[config.mk]
export PLATFORM = sky130hd
export DESIGN_NAME = dlfloat_operand_sequencer
export DESIGN_NICKNAME = d
export VERILOG_FILES = /design/src/rtl/dlfloat_operand_sequencer.sv
export SDC_FILE = /design/constraint.sdc
export NUM_CORES = 1
export LEC_CHECK = 0
export ABC_AREA = 1
export BUFFER_PORTS_ARGS = -buffer_cell sky130_fd_sc_hd__buf_2
export CORE_ASPECT_RATIO = 2
export CORE_MARGIN = 2
export CORE_UTILIZATION = 30
export DETAILED_ROUTE_END_ITERATION = 10
export GPL_TIMING_DRIVEN = 1
export PLACE_DENSITY_LB_ADDON = 0.15
export SYNTH_ARGS = -nofsm -noshare
export SYNTH_HDL_FRONTEND = slang
export SYNTH_SLANG_ARGS = --single-unit
[constraint.sdc]
create_clock -name clk -period 7.11 [get_ports clk]
set_clock_uncertainty 0.05 [all_clocks]
set_input_delay 1.7775 -clock clk [delete_from_list [all_inputs] [get_ports clk]]
set_output_delay 1.7775 -clock clk [all_outputs]
set_load 0.01 [all_outputs]
[src/rtl/dlfloat_operand_sequencer.sv]
// DLFloat operand sequencer: pairs an A/B word stream, stages the pairs in a
// small show-ahead FIFO and presents them to the MAC with a clear tag, a
// per-accumulation pair count and a sticky NaN (16'hFFFF) flag.
module dlfloat_operand_sequencer #(
    parameter int DEPTH = 4
) (
    input  logic        clk,
    input  logic        rst_n,
    input  logic        in_valid,
    input  logic [15:0] in_data,
    output logic        in_ready,
    input  logic        cmd_clr,
    input  logic        flush,
    output logic        out_valid,
    input  logic        out_ready,
    output logic [15:0] out_a,
    output logic [15:0] out_b,
    output logic        out_clr,
    output logic [7:0]  pair_count,
    output logic        err_nan
);
    localparam int PW = (DEPTH > 1) ? $clog2(DEPTH) : 1;
    localparam int CW = $clog2(DEPTH + 1);

    typedef enum logic {WAIT_A, WAIT_B} state_t;

    state_t          state, state_nxt;
    logic [15:0]     a_q;
    logic            clr_pend;
    logic [32:0]     mem [DEPTH];
    logic [PW-1:0]   wr_ptr, rd_ptr;
    logic [CW-1:0]   count;
    logic [32:0]     head;
    logic            full, accept, push, pop, push_clr, push_nan;

    // Full uses the registered occupancy, so a same-cycle pop never frees a slot early.
    assign full     = (count == CW'(DEPTH));
    assign accept   = in_valid & in_ready;
    assign push     = accept & (state == WAIT_B) & ~flush;
    assign pop      = out_valid & out_ready & ~flush;
    assign push_clr = clr_pend | cmd_clr;
    assign push_nan = push & ((a_q == 16'hFFFF) | (in_data == 16'hFFFF));

    assign head      = mem[rd_ptr];
    assign out_valid = (count != '0);
    assign out_a     = out_valid ? head[32:17] : 16'h0000;
    assign out_b     = out_valid ? head[16:1]  : 16'h0000;
    assign out_clr   = out_valid & head[0];

    // Pairing FSM state register.
    always_ff @(posedge clk or negedge rst_n) begin
        if (!rst_n) state <= WAIT_A;
        else        state <= state_nxt;
    end

    // Pairing FSM next state and input-side ready.
    always_comb begin
        state_nxt = state;
        in_ready  = (state == WAIT_A) | ~full;
        if (flush)
            state_nxt = WAIT_A;
        else if (accept)
            state_nxt = (state == WAIT_A) ? WAIT_B : WAIT_A;
    end

    // A-word hold register and pending-clear flag for the next pushed pair.
    always_ff @(posedge clk or negedge rst_n) begin
        if (!rst_n) begin
            a_q      <= 16'h0000;
            clr_pend <= 1'b0;
        end else if (flush) begin
            clr_pend <= 1'b0;
        end else begin
            if (accept && state == WAIT_A) a_q <= in_data;
            if (push)         clr_pend <= 1'b0;
            else if (cmd_clr) clr_pend <= 1'b1;
        end
    end

    // Pair storage; data only, validity is tracked by the occupancy counter.
    always_ff @(posedge clk) begin
        if (push) mem[wr_ptr] <= {a_q, in_data, push_clr};
    end

    // FIFO pointers and occupancy; flush empties everything on the next edge.
    always_ff @(posedge clk or negedge rst_n) begin
        if (!rst_n) begin
            wr_ptr <= '0;
            rd_ptr <= '0;
            count  <= '0;
        end else if (flush) begin
            wr_ptr <= '0;
            rd_ptr <= '0;
            count  <= '0;
        end else begin
            if (push) wr_ptr <= wr_ptr + PW'(1);
            if (pop)  rd_ptr <= rd_ptr + PW'(1);
            if (push && !pop)      count <= count + CW'(1);
            else if (pop && !push) count <= count - CW'(1);
        end
    end

    // Pair count restarts at 1 on a clr-tagged pop, else saturating increment.
    always_ff @(posedge clk or negedge rst_n) begin
        if (!rst_n)
            pair_count <= 8'd0;
        else if (pop) begin
            if (head[0])                  pair_count <= 8'd1;
            else if (pair_count != 8'hFF) pair_count <= pair_count + 8'd1;
        end
    end

    // Sticky NaN flag; a NaN push in the same cycle as cmd_clr keeps it set.
    always_ff @(posedge clk or negedge rst_n) begin
        if (!rst_n)          err_nan <= 1'b0;
        else if (flush)      err_nan <= err_nan;
        else if (push_nan)   err_nan <= 1'b1;
        else if (cmd_clr)    err_nan <= 1'b0;
    end
endmodule

== Word level (Yosys, flattened, before mapping) ==
Memory sizes are Yosys's and may differ from the RTL's.
Cells that the tools add are included.
Word-level totals
  flip-flop bits (word level): 34
  memory bits (writable): 132
  input port bits: 22
  output and inout port bits: 44
  memories kept: 1
Memories
  mem: words 4, bits a word 33, read ports 1, clocked after Yosys merged registers in 0, wr ports 1, RTL line 30  | logic [32:0] mem [DEPTH];
Operators by class
  add/subtract/negate cells: 5
  eq/ne operators: 4
  multiplexer cells: 21
  bitwise logic cells: 13
  reduce and logical (&&, ||, !) cells: 16
Operator list (number)
  $eq 16x16->1 const B: 2
  $mux 16: 2
  $mux 8: 2
  $mux 1: 10
  $reduce_bool 2->1: 5
  $mux 3: 3
  $reduce_bool 3->1: 3
  $add 8x1->8 const B: 1
  $mux 2: 4
  $ne 8x8->1 const B: 1
  $and 1x1->1: 7
  $reduce_and 2->1: 3
  $add 2x1->2 const B: 2
  $add 3x1->3 const B: 1
  $eq 3x3->1 const B: 1
  $logic_and 1x1->1: 3
  $not 1->1: 3
  $or 1x1->1: 3
  $sub 3x1->3 const B: 1
  $logic_not 1->1: 2

== Longest topological paths before layout ==
  depth in word-level cells: 11
  depth in mapped cells: 12
  depth with buffers taken out: 12

== Worst setup path before layout ==
No wires, ideal clock.
  path type: input -> register
  start point: input port flush
  end point: memory mem[0][0] (enable)
  library setup time: 0.423 ns
  arrival: 3.446 ns
  data required time: 6.637 ns
  setup slack: 3.190 ns
  cell stages on the path: 3
  path buffers: 0
  cell sequence: inv_2 -> nand3_2 -> nor2_1
On the way
  longest elaborated chain between the ends: 4
Ends and longest elaborated chain
  start: declaration: RTL line 13  | input logic flush,
  $not 1->1 (no line)
  $and 1x1->1: RTL line 39  | assign push = accept & (state == WAIT_B) & ~flush;
  $mux 1: RTL line 82  | if (push) mem[wr_ptr] <= {a_q, in_data, push_clr};
  $mux 1 (not written as such): RTL line 82
  end: declaration: RTL line 30
Every way passes these cells.

== Final worst setup path ==
  start point: register rd_ptr[0]
  end point: output port out_a[13]
On the way
  longest elaborated chain between the ends: 2
Ends and longest elaborated chain
  start: declaration: RTL line 31  | logic [PW-1:0] wr_ptr, rd_ptr;
  start signal: assignment: RTL line 97  | if (pop) rd_ptr <= rd_ptr + PW'(1);
  $mem_v2 4x33
  $mux 16: RTL line 46  | assign out_a = out_valid ? head[32:17] : 16'h0000;
  end: declaration: RTL line 16  | output logic [15:0] out_a,
Every way passes these cells.

==> impl_metrics.env <==
export IMPL_wire_per_inst_um=17.50
export IMPL_reg2reg_to="mem[0][14]"
export IMPL_numCtsBuffers=17
export IMPL_grt_max_degree=69
export IMPL_min_path_type="reg -> reg"
export IMPL_finalHoldViolCount=0
export IMPL_grt_pass1_wl_um=25960
export IMPL_avgSynthCellArea_um2=11.77
export IMPL_vias=4435
export IMPL_setup_viol=0
export IMPL_wl_um=16490
export IMPL_critical_path_class="reg -> out"
export IMPL_dr_pass1_iters=4
export IMPL_num_rows=78
export IMPL_die_h_um=218.3
export IMPL_gr_total_overflow=0
export IMPL_pin_count=66
export IMPL_peakVddDrop_uv=304.0
export IMPL_syn_cell_area_um2=6888
export IMPL_finalMaxSlewViolations=0
export IMPL_syn_num_nets=613
export IMPL_postSynthCellCount=585
export IMPL_tns_ns=0
export IMPL_diodes=0
export IMPL_critical_path_max_fanout=66
export IMPL_synth_top_cell_by_area="edfxtp_1"
export IMPL_dp_hpwl_um=10680
export IMPL_ys_top_cells_by_count="nor2_1, edfxtp_1, o21ai_0"
export IMPL_grtUsageTotal_pct=14.13
export IMPL_regToRegStartpoint="count[2]"
export IMPL_reg2reg_depth=5
export IMPL_dieArea_um2=24260
export IMPL_place_inst=910
export IMPL_period_needed_ns=4.040
export IMPL_relSlewSlack_pct=28.19
export IMPL_ys_top_cells_by_area="edfxtp_1, dfrtp_1, nor2_1"
export IMPL_min_from="clr_pend"
export IMPL_drt_iter0_drc=130
export IMPL_num_fill_cells=2279
export IMPL_cts_tree="done"
export IMPL_nets=677
export IMPL_async_flop_share_pct=20.48
export IMPL_rsz0062_at_grt="false"
export IMPL_drive_above_1_share_pct=19.79
export IMPL_required_ns=5.28
export IMPL_synth_edf_count=132
export IMPL_crit_start="rd_ptr[0]"
export IMPL_hold_buffers=0
export IMPL_post_cts_resized=0
export IMPL_port_buffers=65
export IMPL_viasPerCell=4.708
export IMPL_antenna_found_initial=0
export IMPL_clk_path_buf_depth=2
export IMPL_clock_sink_count=166
export IMPL_cts_htree_levels=4
export IMPL_ant_nets=0
export IMPL_synth_seq_cells=166
export IMPL_finalCritPeriodShare_pct=56.82
export IMPL_tightest_slew_ns=1.075
export IMPL_drc=0
export IMPL_drv_cap=0
export IMPL_clk_pin_slew_ns=0.07
export IMPL_fp_coreArea_um2=22640
export IMPL_status="finished clean"
export IMPL_dieWidth_um=111.1
export IMPL_clk_latency_ns=0.42
export IMPL_critPathLaunchType="register"
export IMPL_max_freq_mhz=247.5
export IMPL_ys_seq_area_share_pct=69.90
export IMPL_post_cts_buffers=0
export IMPL_r2r_slack_ns=4.88
export IMPL_grt_pass1_vias=4802
export IMPL_yosysMostFrequentCell="nor2_1"
export IMPL_cp_end_kind="output pin"
export IMPL_place_gp_congestion=0.7898
export IMPL_final_cells=942
export IMPL_synthToLayoutAreaGrowth_pct=17.00
export IMPL_whs_path_depth=2
export IMPL_p_leak_nw=3.077
export IMPL_initial_core_util_pct=30.42
export IMPL_synth_main_ff_cell="edfxtp_1"
export IMPL_synth_top_area_share_pct=57.55
export IMPL_hold_path_end="clr_pend"
export IMPL_ys_warnings_count=0
export IMPL_yosysUniqueCellTypes=32
export IMPL_cts_root_buf="clkbuf_16"
export IMPL_cp_data_arrival_time_ns=2.21
export IMPL_p_per_area_nw_per_um2=331.9
## kinds of logic after synthesis
kind of cell               share of synthesized area, %
and+or+nand+nor                                   13.59
buffers and inverters                             3.578
adders and majority gates                         1.199
muxes                                             2.616
DFF                                               69.90
xor gates and xnor gates                         0.8901
AOI/OAI and AO/OA                                 8.229
## worst max-delay path by stage
stage / slack [ns] / endpoint / depth (start not counted)
finish: 3.07 / out_a[13] / 4
global route: 2.89 / out_a[14] / 4
CTS: 3.00 / out_a[13] / 4
detailed placement: 3.40 / mem[0][1] / 4
global placement: 3.47 / mem[0][1] / 4
floorplan: 3.19 / mem[0][0] / 3
## flip-flops by register name (all words and copies together), names as in the netlist
register	cells
pair_count	8
wr_ptr	2
clr_pend	1
a_q	16
rd_ptr	2
mem	132
count	3
err_nan	1
state	1
## report_power, final
part / total (mW) / internal, mW / switching, mW
combinational: 0.630 / 0.212 / 0.418
sequential: 1.17 / 1.11 / 0.0577
clock: 0.872 / 0.485 / 0.387
total: 2.68 / 1.81 / 0.863
## routing by layer
metal	track usage (%)	share of wire (%)
met5	0	0
met4	5.391	1.8
met3	3.023	2.9
met2	28.43	59
met1	13.81	36
## worst max-delay path: stages (launching register included)
cell and delay (ns):
dfrtp_2 0.40, inv_2 0.70, o21ai_0 0.23, a21oi_1 0.26
buf_2 0.19
## final cells by class
class / instances / area [um2] / share of cell area [%]
clock buffer: 18 / 429.2 / 5.325
timing repair buffer: 70 / 362.8 / 4.502
inverter: 31 / 116.4 / 1.444
sequential: 166 / 4816 / 59.76
multi-input combinational: 363 / 1857 / 23.04
clock inverter: 14 / 127.6 / 1.584
tap: 280 / 350.3 / 4.347
## through the flow
stage / total power, mW / setup slack, ns / utilization (%) / hold slack [ns] / cell area (um2)
floorplan: 1.581 / 3.190 / - / 0.4310 / 6888
global placement: 1.833 / 3.471 / 33.13 / 0.4590 / 7502
detailed placement: 1.845 / 3.399 / 33.13 / 0.4640 / 7502
CTS: 2.719 / 2.996 / 35.59 / 0.4761 / 8059
global route: 2.820 / 2.889 / 35.59 / 0.5088 / 8059
finish: 2.675 / 3.070 / 35.59 / 0.4743 / 8059
## placed cells by master (no fill, tap or decap)
| master | instances |
|---|---|
| clkinv_4 | 5 |
| xor2_1 | 5 |
| fa_1 | 1 |
| inv_1 | 25 |
| o21ai_0 | 62 |
| mux2_1 | 10 |
| clkinv_2 | 4 |
| nand3b_4 | 1 |
| mux2_2 | 6 |
| clkbuf_16 | 17 |
| a21oi_1 | 37 |
| buf_4 | 5 |
| nor3_2 | 1 |
| inv_6 | 3 |
| nand3_2 | 2 |
| xnor2_1 | 2 |
| ha_1 | 5 |
| inv_2 | 6 |
| nand2_4 | 2 |
| nor2_1 | 144 |
| o21ai_1 | 11 |
| clkbuf_1 | 1 |
| or2_2 | 1 |
| nand2_2 | 3 |
| o21ai_4 | 1 |
| nand2_1 | 49 |
| nor2_4 | 5 |
| clkinvlp_4 | 1 |
| nor2_2 | 1 |
| nand4_1 | 9 |
| dfrtp_2 | 1 |
| edfxtp_1 | 132 |
| dfrtp_1 | 33 |
| buf_2 | 65 |
| bufinv_16 | 1 |
| nand3_1 | 5 |
No activity file was read; power rests on OpenSTA's default activity.
